**src/rtl/dmem_arbiter.sv**
```systemverilog
// dmem_arbiter
// Arbitrates a single-port data memory between the CPU execute stage and a
// DMA/debug loader port. The CPU has priority by default. A starvation counter
// forces a DMA win after STARVE_LIMIT consecutive denied DMA cycles. DMA may
// lock a burst of up to MAX_BURST beats, and the CPU then gets one yield slot.
//
// Optional build macro: ARB_STATS_EN adds saturating 16-bit statistics
// outputs cpu_stall_count and dma_grant_count.
//
// Ports:
//   clk, reset                      clock, synchronous active-high reset
//   cpu_req/we/addr/wdata           CPU request side
//   cpu_gnt, cpu_stall              combinational grant / pipeline stall
//   cpu_rdata, cpu_rvalid           registered read data + 1-cycle valid pulse
//   dma_req/lock/we/addr/wdata      DMA request side
//   dma_gnt                         combinational grant
//   dma_rdata, dma_rvalid           registered read data + 1-cycle valid pulse
//   mem_write/address/datain        to data memory (zero when idle)
//   mem_dataout                     combinational read data from data memory
module dmem_arbiter #(
   parameter int DW           = 8,
   parameter int AW           = 8,
   parameter int MAX_BURST    = 4,
   parameter int STARVE_LIMIT = 3
) (
   input  logic          clk,
   input  logic          reset,
   input  logic          cpu_req,
   input  logic          cpu_we,
   input  logic [AW-1:0] cpu_addr,
   input  logic [DW-1:0] cpu_wdata,
   output logic          cpu_gnt,
   output logic          cpu_stall,
   output logic [DW-1:0] cpu_rdata,
   output logic          cpu_rvalid,
   input  logic          dma_req,
   input  logic          dma_lock,
   input  logic          dma_we,
   input  logic [AW-1:0] dma_addr,
   input  logic [DW-1:0] dma_wdata,
   output logic          dma_gnt,
   output logic [DW-1:0] dma_rdata,
   output logic          dma_rvalid,
   output logic          mem_write,
   output logic [AW-1:0] mem_address,
   output logic [DW-1:0] mem_datain,
   input  logic [DW-1:0] mem_dataout
`ifdef ARB_STATS_EN
   ,
   output logic [15:0]   cpu_stall_count,
   output logic [15:0]   dma_grant_count
`endif
);

   // beat counter gets one spare value so the incremented count never wraps
   localparam int SW = $clog2(STARVE_LIMIT + 1);
   localparam int BW = $clog2(MAX_BURST + 2);
   localparam logic [SW-1:0] STARVE_MAX = SW'(STARVE_LIMIT);
   localparam logic [BW-1:0] BEAT_MAX   = BW'(MAX_BURST);

   typedef enum logic [1:0] {ARB, BURST, YIELD} state_t;

   state_t        state_reg, state_next;
   logic [SW-1:0] starve_cnt_reg, starve_cnt_next;
   logic [BW-1:0] beat_cnt_reg, beat_cnt_next, beat_inc;
   logic [DW-1:0] cpu_rdata_reg, dma_rdata_reg;
   logic          cpu_rvalid_reg, dma_rvalid_reg;

   assign beat_inc = beat_cnt_reg + BW'(1);

   // grant decision and next state
   always_comb begin
      cpu_gnt       = 1'b0;
      dma_gnt       = 1'b0;
      state_next    = state_reg;
      beat_cnt_next = beat_cnt_reg;
      case (state_reg)
         ARB: begin
            dma_gnt = dma_req & (~cpu_req | (starve_cnt_reg >= STARVE_MAX));
            cpu_gnt = cpu_req & ~dma_gnt;
            // the ARB-state grant is the first beat of a locked burst
            if (dma_gnt && dma_lock) begin
               state_next    = BURST;
               beat_cnt_next = BW'(1);
            end
         end
         BURST: begin
            dma_gnt = dma_req;
            // an unlocked request this cycle is still granted, then the burst ends
            if (!dma_req || !dma_lock || (beat_inc >= BEAT_MAX)) begin
               state_next    = cpu_req ? YIELD : ARB;
               beat_cnt_next = '0;
            end else begin
               beat_cnt_next = beat_inc;
            end
         end
         YIELD: begin
            cpu_gnt    = cpu_req;
            state_next = ARB;
         end
         default: begin
            state_next    = ARB;
            beat_cnt_next = '0;
         end
      endcase
   end

   // starvation counter: saturating count of consecutive denied DMA cycles
   always_comb begin
      starve_cnt_next = '0;
      if (dma_req && !dma_gnt) begin
         starve_cnt_next = (starve_cnt_reg >= STARVE_MAX) ? STARVE_MAX
                                                          : starve_cnt_reg + SW'(1);
      end
   end

   // memory mux: idle bus is all zeros
   always_comb begin
      mem_write   = 1'b0;
      mem_address = '0;
      mem_datain  = '0;
      if (cpu_gnt) begin
         mem_write   = cpu_we;
         mem_address = cpu_addr;
         mem_datain  = cpu_wdata;
      end else if (dma_gnt) begin
         mem_write   = dma_we;
         mem_address = dma_addr;
         mem_datain  = dma_wdata;
      end
   end

   always_ff @(posedge clk) begin
      if (reset) begin
         state_reg      <= ARB;
         starve_cnt_reg <= '0;
         beat_cnt_reg   <= '0;
         cpu_rdata_reg  <= '0;
         dma_rdata_reg  <= '0;
         cpu_rvalid_reg <= 1'b0;
         dma_rvalid_reg <= 1'b0;
      end else begin
         state_reg      <= state_next;
         starve_cnt_reg <= starve_cnt_next;
         beat_cnt_reg   <= beat_cnt_next;
         cpu_rvalid_reg <= cpu_gnt & ~cpu_we;
         dma_rvalid_reg <= dma_gnt & ~dma_we;
         if (cpu_gnt && !cpu_we) cpu_rdata_reg <= mem_dataout;
         if (dma_gnt && !dma_we) dma_rdata_reg <= mem_dataout;
      end
   end

   assign cpu_stall  = cpu_req & ~cpu_gnt;
   assign cpu_rdata  = cpu_rdata_reg;
   assign cpu_rvalid = cpu_rvalid_reg;
   assign dma_rdata  = dma_rdata_reg;
   assign dma_rvalid = dma_rvalid_reg;

`ifdef ARB_STATS_EN
   logic [15:0] cpu_stall_count_reg, dma_grant_count_reg;

   always_ff @(posedge clk) begin
      if (reset) begin
         cpu_stall_count_reg <= '0;
         dma_grant_count_reg <= '0;
      end else begin
         if (cpu_stall && (cpu_stall_count_reg != 16'hFFFF))
            cpu_stall_count_reg <= cpu_stall_count_reg + 16'd1;
         if (dma_gnt && (dma_grant_count_reg != 16'hFFFF))
            dma_grant_count_reg <= dma_grant_count_reg + 16'd1;
      end
   end

   assign cpu_stall_count = cpu_stall_count_reg;
   assign dma_grant_count = dma_grant_count_reg;
`endif

endmodule

```
**config.mk**
```make
export PLATFORM = sky130hd
export DESIGN_NAME = dmem_arbiter
export DESIGN_NICKNAME = d
export VERILOG_FILES = /design/src/rtl/dmem_arbiter.sv
export SDC_FILE = /design/constraint.sdc
export NUM_CORES = 1
export LEC_CHECK = 0
export ABC_AREA = 1
export BUFFER_PORTS_ARGS = -buffer_cell sky130_fd_sc_hd__buf_2
export CORE_ASPECT_RATIO = 0.6
export CORE_UTILIZATION = 38
export CTS_CLUSTER_SIZE = 30
export DETAILED_ROUTE_END_ITERATION = 8
export PLACE_DENSITY = 0.88
export REMOVE_ABC_BUFFERS = 1
export SLEW_MARGIN = 20
export SYNTH_ARGS = -nofsm -noshare
export SYNTH_HDL_FRONTEND = slang
export SYNTH_SLANG_ARGS = --single-unit
```
**constraint.sdc**
```tcl
create_clock -name clk -period 1.2 [get_ports clk]
set_clock_uncertainty 0.1 [all_clocks]
set_input_delay 0.24 -clock clk [delete_from_list [all_inputs] [get_ports clk]]
set_output_delay 0.24 -clock clk [all_outputs]
set_load 0.01 [all_outputs]
```
# == Word level (Yosys, flattened, before mapping) ==
# Index checks and enable logic that the tools add are counted.
# classes
n_reduce_logical,15
magnitude_cmp,2
n_shift,0
div,0
bitwise_logic,13
n_addsub,2
n_mul,0
mux,16
eq_ne,4
# op_table
cell,count
two-way mux 8 bit,4
case mux 3 bit (3 select lines),1
two-way mux 2 bit,4
NOT 1 bit,7
two-way mux 3 bit,2
bitwise AND 1 bit,5
zero test 1 bit,5
logical AND 1 bit,4
!= test 2 bit (second input constant),2
case mux 1 bit (2 select lines),2
case mux 2 bit (2 select lines),1
AND reduction 2 bit,2
adder 3 x 1 -> 3 bit (second input constant),1
>= comparator 3 bit (second input constant),1
adder 2 x 1 -> 2 bit (second input constant),1
equality test 2 x 1 -> 1 bit (second input constant),1
equality test 2 bit (second input constant),1
>= comparator 2 bit (second input constant),1
zero test 2 bit,1
logical OR 1 bit,2
two-way mux 1 bit,2
OR reduction 2 bit,1
OR 1 bit,1
# word_totals
output_inout_bits,38
mem_count,0
romBits,0
ramBits,0
latchBits,0
reg_bits,25

# == Logic depth before layout (Yosys ltp) ==
# Gate-level depths: netlist (run 1).
# logic_depth
word_depth,8
mapped_depth,8
depth_no_buf,8

# == Worst setup path before layout (run 1) ==
# No wires, ideal clock.
# synth_timing
path_kind,reg-to-output
from,reg starve_cnt_reg[0]
to,out cpu_stall
path_buffers,1
setup_slack_ps,-153
arrival_ps,1013
path_stages_with_launch,8
cell_sequence,dfxtp_1 > nand2_1 > inv_1 > nand2_4 > nand2_1 > inv_2 > buf_6 > nor2_1
# synth_between
elab_chain_cells,8
# synth_lines
item,line_no,text
start: declaration,64,"logic [SW-1:0] starve_cnt_reg, starve_cnt_next;"
start signal: assignment,144,starve_cnt_reg <= starve_cnt_next;
>= comparator 2 bit,79,dma_gnt = dma_req & (~cpu_req | (starve_cnt_reg >= STARVE_MAX));
OR 1 bit,79,
bitwise AND 1 bit,79,
NOT 1 bit,80,cpu_gnt = cpu_req & ~dma_gnt;
bitwise AND 1 bit,80,
case mux 1 bit (2 select lines),77,case (state_reg)
net cpu_gnt,32,"output logic cpu_gnt,"
NOT 1 bit,153,assign cpu_stall = cpu_req & ~cpu_gnt;
bitwise AND 1 bit,153,
end: declaration,33,"output logic cpu_stall,"
# The timed path passes the listed nets, and every way through them passes these cells.

# == Final worst setup path (run 1) ==
# layout_timing
from,reg state_reg[1]
to,out mem_datain[0]
# layout_between
elab_chain_cells,4
word_cells_on_any_way,7
# layout_lines
item,line_no,text
start: declaration,63,"state_t state_reg, state_next;"
start signal: assignment,143,state_reg <= state_next;
equality test 2 x 1 -> 1 bit / zero test 2 bit (equally long branches),77,
case mux 1 bit (2 select lines),77,
two-way mux 8 bit,126,end else if (dma_gnt) begin
two-way mux 8 bit (*),122,if (cpu_gnt) begin
end: declaration,46,"output logic [DW-1:0] mem_datain,"
# Mark *: on every way between the ends. The rest lies on a longest branch, timed or not.

==> impl_metrics.toml, run 1 <==
[run_status]
status = "finished, violations left"
violations = "setup timing"

[clock_tree]
htreeDepth = 1
clock-sinks = 25
root_buffer = "clkbuf_8"
cts_buffers = 3
clockBufferDepth = 2
cts_tree = "built"
cts_hold_buffers = 0
clock_latency_ns = 0.27
cts.clk_slew.worst_paths_ns = 0.09

[global_route]
antenna_found_initial = 0
grt_max_degree = 19
grt_pass1_vias = 1354
grt_usage_pct = 20.5
overflow = 0
grt_pass1_wl_um = 5870

[timing]
fin_crit_ns = 1.71
rsz0062_at_grt = "true"
tightest_slew_ns = 0.283
drv_slew = 0
whs_ns = 0.0364
hold_viol_final = 0
worst_slack_ns = -0.515
setup_viol_count_final = 38
period_share_pct = 143
fmax_mhz = 583
slew_headroom_pct = 81.1

[floorplan]
start_util_pct = 40.6
die_w_um = 78.9
die_h_um = 48.2
dieArea_um2 = 3800
fp.coreArea_um2 = 3320
top_level_ports = 85
num_rows = 16

[synth]
netlist-cell-type-count = 19
syn_area_um2 = 1350
synth.avg_cell_area_um2 = 6.19
syn_inst = 218
ys.flop_type = "dfxtp_1"
ys_seq_area_share_pct = 37.1
synth_edf_count = 0
synth-seq-cells = 25
yosys_warnings = 0
synthArstFlopShare_pct = 0

[critical_path]
cp_slowest_cell = "dfxtp_2"
worstPathCellList = "nor2_4, nand2_4, nand2_4, buf_12, nand2_1, nand2_1, buf_2"
cp-end-kind = "output port"
worst-endpoint-required_ns = 0.86
crit_path_start_kind = "flip-flop"
cp.buffers_inverters = 2
critPathArrivalTime_ns = 1.37
max_stage_delay_ns = 0.34
cp_max_fo = 10
crit_type = "reg2out"
r2r-start = "state_reg[1]"
critPathTopFamily = "simple AND/OR/NAND/NOR gates"
cp-startpoint = "state_reg[1]"

[routing]
drc = 0
vias_per_cell = 4.59
vias = 1683
drtPass1Iterations = 4
drtIter0Drc = 40
ant_nets = 0
wl_per_cell_um = 11.2
routed_wl_um = 4120

[final_layout]
antenna_cells = 0
fin_util_pct = 63.7
area_growth_pct = 56.9
finalNetCount = 371
drive_above_1_share_pct = 44.4

[pwr]
powerDensity_nw_per_um2 = 927
peakVddDrop_v = 0.000789
p_leak_nw = 1.21

[placed_design]
dp_hpwl_um = 2850
place_congestion = 0.849
portBuffers = 84

[job]
cap_violations = 0

[worst_hold_path]
holdCritPathClass = "in2reg"
holdCritStartpoint = "dma_we"
## synth_stat cells (2+ instances only)
master	count	area share, %
nand2_1	85	24
inv_1	24	6.7
nand3_1	14	5.2
nand2_4	2	1.7
dfxtp_1	25	37
nand2_2	2	0.93
a21oi_1	11	4.1
clkinv_1	2	0.56
nor3_1	2	0.74
inv_2	4	1.1
buf_6	4	3.3
buf_2	2	0.74
nor2_1	35	9.7
## cell families (layout without fill, tap and decap cells)
group	count (synthesis)	after routing	synth area share (%)
buf+inv	37	139	13.0
flops	25	25	37.1
compound gates	12	12	4.45
simple gates	143	145	44.5
fa+ha+maj	1	1	0.927
## worst register-to-register path, delay by kind of cell, from the launching register on
kind / cells / cell delay, ns
AND/OR/NAND/NOR: 6 / 0.55
buffers and inverters: 1 / 0.17
flip-flops: 1 / 0.34
## final timing paths
path                      to  slack, ns  cells past startpoint
max            mem_datain[0]      -0.51                      7
min               dma_rvalid       0.04                      2
max reg2reg     dma_rdata[6]      -0.07                      7
min reg2reg  beat_cnt_reg[2]       0.36                      2
## cell type report
cell class | count | area (um2)
Clock buffer | 3 | 41.3
Clock inverter | 1 | 5.00
Fill cell | 312 | 1210
Inverter | 30 | 125
Multi-Input combinational cell | 158 | 763
Sequential cell | 25 | 507
Tap cell | 45 | 56.3
Timing Repair Buffer | 103 | 603
Timing Repair inverter | 2 | 15.0
## report_power, final
group | switching [mW] | total (mW) | internal [mW]
logic | 0.309 | 0.561 | 0.253
registers | 0.0225 | 0.897 | 0.874
clock network | 0.271 | 0.504 | 0.233
total | 0.602 | 1.96 | 1.36
## layout by cell type, fill, tap and decap left out, types with 2 or more instances in the layout
cell | netlist | layout
buf_2 | 2 | 82
nand2_1 | 85 | 74
nor2_1 | 35 | 33
inv_1 | 24 | 22
dfxtp_1 | 25 | 20
buf_4 | 1 | 15
nand3_1 | 14 | 13
nand2_2 | 2 | 12
a21oi_1 | 11 | 10
dfxtp_2 | 0 | 5
buf_6 | 4 | 4
inv_2 | 4 | 3
nand3_4 | 1 | 3
clkbuf_8 | 0 | 3
nand2_4 | 2 | 2
inv_4 | 0 | 2
clkinv_1 | 2 | 2
nor3_1 | 2 | 2
nor2_2 | 0 | 2
clkinvlp_4 | 0 | 2
## layer usage
| metal | share of wire, % | routed length, um | up-vias | track usage [%] |
|---|---|---|---|---|
| met2 | 48 | 1990 | 59 | 40.7 |
| li1 | - | - | 870 | - |
| met5 | 0 | 0 | - | 0 |
| met3 | 9.5 | 393 | 6 | 5.98 |
| met4 | 1.4 | 56 | 0 | 5.45 |
| met1 | 41 | 1680 | 748 | 22.5 |
## metrics by stage
step | area [um2] | std cells | setup TNS, ns | total power, mW | setup slack, ns
finish | 2120 | 367 | -10.46 | 1.96 | -0.515
global route | 2120 | 367 | -13.39 | 2.08 | -0.596
CTS | 2050 | 365 | -10.65 | 1.95 | -0.501
detailed placement | 1900 | 356 | -6.22 | 1.40 | -0.278
global placement | 1900 | 356 | -5.18 | 1.39 | -0.263
floorplan | 1290 | 211 | -2.40 | 1.15 | -0.318
## timing repair
item                       CTS  global route
resized for setup           20            18
setup buffers                2             3
setup endpoints to repair   40            44
cloned                       4             0
pin swaps                    3             5
(Power assumes the default switching activity.)
==> run 2, diff against run 1 <==
--- a/config.mk
+++ b/config.mk
@@ -5,14 +5,12 @@
 export SDC_FILE = /design/constraint.sdc
 export NUM_CORES = 1
 export LEC_CHECK = 0
-export ABC_AREA = 1
 export BUFFER_PORTS_ARGS = -buffer_cell sky130_fd_sc_hd__buf_2
 export CORE_ASPECT_RATIO = 0.6
-export CORE_UTILIZATION = 38
+export CORE_UTILIZATION = 37
 export CTS_CLUSTER_SIZE = 30
 export DETAILED_ROUTE_END_ITERATION = 8
-export PLACE_DENSITY = 0.88
-export REMOVE_ABC_BUFFERS = 1
+export PLACE_DENSITY = 0.79
 export SLEW_MARGIN = 20
 export SYNTH_ARGS = -nofsm -noshare
 export SYNTH_HDL_FRONTEND = slang
==> run 2 against run 1 <==
Compared with the run above:
- the flow still finishes with violations (setup timing)
- synthesized cell count decreased by 41%
- largest power group unchanged
- routed wire length down 7.8%
- count of clock-buffer cells in the layout did not move
- register-to-register slack lost 0.28 ns
- critical path type unchanged
- via count down 19%
- flip-flop and latch count unchanged
- sequential share of layout area about the same
- global-route usage decreased by 0.74 points
- die area down 1.4%
- non-clock buffer count rose by 1
==> impl_metrics.toml, run 2 <==
[run_status]
status = "finished, violations left"
violations = "setup timing"

[clock_tree]
clockBufferDepth = 2
htreeDepth = 1
cts_tree = "built"
root_buffer = "clkbuf_8"
clock_latency_ns = 0.27
cts_hold_buffers = 0
cts_buffers = 3
clock-sinks = 25
cts.clk_slew.worst_paths_ns = 0.09

[timing]
fin_crit_ns = 1.71
setup_viol_count_final = 45
period_share_pct = 143
setup_tns_ns = -14.75
tightest_slew_ns = 0.562
hold_viol_final = 0
rsz0062_at_grt = "true"
fmax_mhz = 584
drv_slew = 0
worst_slack_ns = -0.512
slew_headroom_pct = 62.5

[synth]
synth-seq-cells = 25
yosys_warnings = 0
ys.flop_type = "dfxtp_1"
synth_top_family_by_area = "simple AND/OR/NAND/NOR gates"
synth-compound-area-share_pct = 17.1
synthTopCellsByCount = "nand2b_1 (28), dfxtp_1 (25), a22o_1 (16), mux2i_1 (16), nor2b_1 (4)"
synth_xor_area_share_pct = 0.677
synth.avg_cell_area_um2 = 10.0
syn_area_um2 = 1290
synth_top_area_share_pct = 38.7
synthArstFlopShare_pct = 0
ys_seq_area_share_pct = 38.7
netlist-cell-type-count = 33
synth_edf_count = 0
yosysMostFrequentCell = "nand2b_1"
yosysTopAreaCell = "dfxtp_1"
synthSimpleGateAreaFrac_pct = 24.8
synth_fa_ha_area_share_pct = 0.967
synth_mux_area_share_pct = 12.4
syn_inst = 129
synth_fp_nets = 177
synthTopCellsByArea = "dfxtp_1 (39%), nand2b_1 (14%), mux2i_1 (12%), a22o_1 (11%), buf_6 (2.6%)"

[worst_hold_path]
worst_hold_path.endpoint = "cpu_rdata[2]"
holdCritPathClass = "in2reg"
holdCritStartpoint = "mem_dataout[2]"
holdPathStages = 3

[placed_design]
dp_hpwl_um = 2630
place_congestion = 0.796
portBuffers = 84
dp.cells = 264

[routing]
drtPass1Iterations = 4
drtIter0Drc = 53
vias_per_cell = 4.96
wl_per_cell_um = 13.8
vias = 1365
ant_nets = 0
routed_wl_um = 3800
drc = 0

[global_route]
grt_max_degree = 35
overflow = 0
antenna_found_initial = 0
grt_usage_pct = 19.7
grt_pass1_wl_um = 5540
grt_pass1_vias = 1195

[critical_path]
critPathArrivalTime_ns = 1.37
r2r-start = "state_reg[0]"
ff2ff_path_depth = 6
cp-end-kind = "output port"
rr_endpoint = "dma_rdata[3]"
worstPathCellList = "nor2b_4, a21oi_4, buf_12, a22o_1, buf_2"
critPathTopFamily = "flip-flops"
crit_type = "reg2out"
cp_slowest_cell = "dfxtp_2"
r2r_slack_ns = -0.35
worst-endpoint-required_ns = 0.86
crit_path_start_kind = "flip-flop"
cp.buffers_inverters = 2
cp_max_fo = 17
max_stage_delay_ns = 0.35

[floorplan]
fp.coreArea_um2 = 3300
dieArea_um2 = 3750
num_rows = 16
die_h_um = 47.8
top_level_ports = 85
start_util_pct = 39.2
die_w_um = 78.3

[final_layout]
finalNetCount = 279
antenna_cells = 0
final_common_cell = "buf_2"
drive_above_1_share_pct = 60.9
area_growth_pct = 65.7
layout.cells.non_filler = 275
fillCellCount = 270
most-common-layout-cells = "buf_2 (82), nand2b_1 (26), dfxtp_1 (19)"
fin_util_pct = 64.9

[pwr]
p_leak_nw = 1.09
peakVddDrop_v = 0.000560
powerDensity_nw_per_um2 = 885

[job]
cap_violations = 0
-- run 2: layer usage --
| layer | GRT usage, % | vias up | routed length (um) |
|---|---|---|---|
| met4 | 3.33 | 0 | 27 |
| met5 | 0 | - | 0 |
| met3 | 4.95 | 4 | 192 |
| li1 | - | 670 | - |
| met1 | 26.9 | 650 | 1850 |
| met2 | 32.8 | 41 | 1730 |
-- run 2: cells by family after synthesis --
group / Yosys count
XOR/XNOR: 1
AO/OA/AOI/OAI: 25
buffers and inverters: 11
AND/OR/NAND/NOR: 50
multiplexers: 16
adder cells (fa/ha/maj): 1
flip-flops: 25
-- run 2: worst min-delay path, delay by kind of cell --
kind                   cells  cell delay (ns)
buffers and inverters      1             0.10
muxes                      1             0.07
and+or+nand+nor            1             0.07
-- run 2: timing repair --
item                                    4_1_cts  5_1_grt
gates cloned                                  2        0
buffers inserted                              3        6
endpoints found under the setup margin       45       45
pin swaps                                    12        6
resized for setup                            27       14
-- run 2: power breakdown --
group	internal, mW	switching, mW
clock network	0.232	0.265
logic	0.282	0.234
registers	0.861	0.0235
total	1.38	0.522
-- run 2: worst max-delay path by stage --
stage                  from  slack [ns]        endpoint  cells past startpoint
2_1_floorplan  state_reg[0]       -0.28  mem_address[1]                      6
3_3_place_gp        cpu_req       -0.41  mem_address[7]                      5
3_5_place_dp        cpu_req       -0.45  mem_address[6]                      5
4_1_cts        state_reg[0]       -0.50  mem_address[6]                      5
5_1_grt        state_reg[1]       -0.57   mem_datain[2]                      4
6_report       state_reg[0]       -0.51   mem_datain[5]                      5
-- run 2: through the flow --
stage | hold slack (ns) | setup slack, ns | instance area, um2 | power [mW]
floorplan | 0.303 | -0.278 | 1330 | 1.15
global placement | 0.362 | -0.410 | 1860 | 1.34
detailed placement | 0.364 | -0.448 | 1860 | 1.35
CTS | 0.149 | -0.504 | 2060 | 1.89
global route | 0.157 | -0.572 | 2140 | 2.00
finish | 0.151 | -0.512 | 2140 | 1.90
-- run 2: area by class of cell --
class	count	area [um2]	share of cell area, %
sequential	25	513	23.9
timing repair buffer	104	626	29.2
multi-input combinational	95	895	41.7
clock inverter	1	5.00	0.234
tap	45	56.3	2.63
clock buffer	3	41.3	1.93
inverter	2	7.51	0.350
==> run 3, diff against run 2 <==
--- a/config.mk
+++ b/config.mk
@@ -5,12 +5,13 @@
 export SDC_FILE = /design/constraint.sdc
 export NUM_CORES = 1
 export LEC_CHECK = 0
+export ABC_AREA = 1
 export BUFFER_PORTS_ARGS = -buffer_cell sky130_fd_sc_hd__buf_2
 export CORE_ASPECT_RATIO = 0.6
-export CORE_UTILIZATION = 37
+export CORE_UTILIZATION = 38
 export CTS_CLUSTER_SIZE = 30
 export DETAILED_ROUTE_END_ITERATION = 8
-export PLACE_DENSITY = 0.79
+export PLACE_DENSITY = 0.8
 export SLEW_MARGIN = 20
 export SYNTH_ARGS = -nofsm -noshare
 export SYNTH_HDL_FRONTEND = slang
==> run 3 against run 2 <==
Compared with the run above:
- the run still ends with setup timing left
- clock power is 3% lower
- global-route usage is 2.2 points higher
- final cell count is 34% higher
- count of clock-buffer cells in the layout is 1 higher
- first-iteration DRC count is 120% higher
- design area is 14% higher
- hold slack worse by 0.055 ns
- non-clock buffer count is 3 higher
- sequential share of layout area is 3.2 points lower
==> impl_metrics.toml, run 3 (synthesis gave the netlist of run 1 again) <==
[routing]
top_layer = "met4"
wl_per_cell_um = 13.7
routed_wl_um = 5060
wl_met1_um = 2220
drc = 0
drtPass1Iterations = 4
vias = 1772
drtIter0Drc = 117
ant_nets = 0
wl_met3_um = 419
met2_length_um = 2370
vias_per_cell = 4.80

[placed_design]
place_congestion = 0.836
dp_hpwl_um = 2880
portBuffers = 84
placed_area_um2 = 1990

[floorplan]
dieArea_um2 = 3800
num_rows = 16
die_h_um = 48.2
top_level_ports = 85
fp.coreArea_um2 = 3320
start_util_pct = 40.6
die_w_um = 78.9

[critical_path]
crit_type = "reg2out"
ff2ff_path_depth = 8
cp_max_fo = 7
worst-endpoint-required_ns = 0.86
cp-end-kind = "output port"
r2r_slack_ns = -0.17
rr_endpoint = "dma_rdata[6]"
crit_path_start_kind = "flip-flop"
critPathArrivalTime_ns = 1.34
r2r-start = "state_reg[1]"

[timing]
setup_tns_ns = -10.54
tightest_slew_ns = 0.231
slew_headroom_pct = 84.5
setup_viol_count_final = 41
drv_slew = 0
period_share_pct = 140
rsz0062_at_grt = "true"
hold_viol_final = 0
fin_crit_ns = 1.68
fmax_mhz = 596
worst_slack_ns = -0.479

[clock_tree]
clockBufferDepth = 2
root_buffer = "clkbuf_8"
htreeDepth = 1
cts_tree = "built"
cts_hold_buffers = 0
cts.clk_slew.worst_paths_ns = 0.08
clock-sinks = 25
cts_buffers = 3
clock_latency_ns = 0.26

[pwr]
peakVddDrop_v = 0.000702
p_leak_nw = 1.31
powerDensity_nw_per_um2 = 862

[worst_hold_path]
worst_hold_path.endpoint = "dma_rvalid"
holdPathStages = 2
holdCritStartpoint = "dma_we"
holdCritPathClass = "in2reg"

[global_route]
grt_usage_pct = 21.9
grt_max_degree = 20
antenna_found_initial = 0
grt_pass1_wl_um = 6300
overflow = 0
grt_pass1_vias = 1447

[final_layout]
final_common_cell = "buf_2"
fin_area_um2 = 2440
area_growth_pct = 80.7
drive_above_1_share_pct = 56.5
finalNetCount = 373
antenna_cells = 0
most-common-layout-cells = "buf_2 (66), nand2_1 (50), nand2_2 (32)"

[job]
cap_violations = 0

[run_status]
violations = "setup timing"
status = "finished, violations left"

[synth]
synth_fp_nets = 266
-- run 3: cell types whose count changed in the layout (fill, tap and decap cells not counted), sizes merged, moves of 3 or more --
cell / previous run / this run
a21oi: 2 / 11
a22o: 16 / 0
and2: 3 / 0
inv: 2 / 28
mux2i: 16 / 0
nand2: 3 / 89
nand2b: 28 / 0
nand3: 2 / 17
nor2: 3 / 36
nor2b: 4 / 0
-- run 3: worst max-delay path by stage --
| stage | cells after the start | from | end | slack [ns] |
|---|---|---|---|---|
| 3_3_place_gp | 9 | dma_req | mem_datain[3] | -0.26 |
| 5_1_grt | 8 | starve_cnt_reg[1] | mem_address[3] | -0.53 |
| 2_1_floorplan | 8 | state_reg[0] | mem_address[2] | -0.11 |
| 3_5_place_dp | 9 | dma_req | mem_datain[3] | -0.28 |
| 6_report | 7 | state_reg[1] | mem_address[3] | -0.48 |
| 4_1_cts | 7 | state_reg[1] | mem_datain[3] | -0.45 |
-- run 3: layout make-up --
| cell class | count | area [um2] |
|---|---|---|
| tap | 45 | 56.3 |
| multi-input combinational | 158 | 920 |
| fill | 251 | 886 |
| inverter | 30 | 123 |
| timing repair buffer | 107 | 788 |
| clock buffer | 4 | 45.0 |
| sequential | 25 | 505 |
-- run 3: routing by layer --
layer / GRT usage [%] / vias up
met2: 40.3 / 86
met1: 26.8 / 804
met4: 5.09 / 0
met3: 5.98 / 9
li1: - / 873
met5: 0 / -
-- run 3: per-stage QoR --
step / total power, mW / hold WS, ns / util, % / setup WS [ns] / std cells
2_1_floorplan: 1.20 / 0.202 / - / -0.111 / 218
3_3_place_gp: 1.43 / 0.343 / 59.8 / -0.261 / 356
3_5_place_dp: 1.44 / 0.352 / 59.8 / -0.281 / 356
4_1_cts: 2.03 / 0.0698 / 68.4 / -0.450 / 366
5_1_grt: 2.21 / 0.0930 / 73.3 / -0.525 / 369
6_report: 2.10 / 0.0965 / 73.3 / -0.479 / 369
-- run 3: power breakdown --
group	leakage [nW]	internal (mW)	switching, mW
combinational	1.08	0.350	0.369
sequential	0.207	0.874	0.0271
clock	0.0228	0.237	0.245
total	1.31	1.46	0.641
-- run 3: worst max-delay path, cell delays in order, from the launching register on --
cell     delay [ns]
dfxtp_2        0.35
nor2_4         0.14
nand2_4        0.10
nand2_8        0.11
buf_12         0.14
nand2_2        0.06
nand2_2        0.07
buf_6          0.10
-- run 3: repair_timing --
item / 4_1_cts / 5_1_grt
pin swaps: 2 / 12
cloned: 3 / 1
gates resized for setup: 38 / 31
endpoints found under the hold margin: 0 / 0
buffers inserted: 3 / 4
endpoints found under the setup margin: 41 / 43
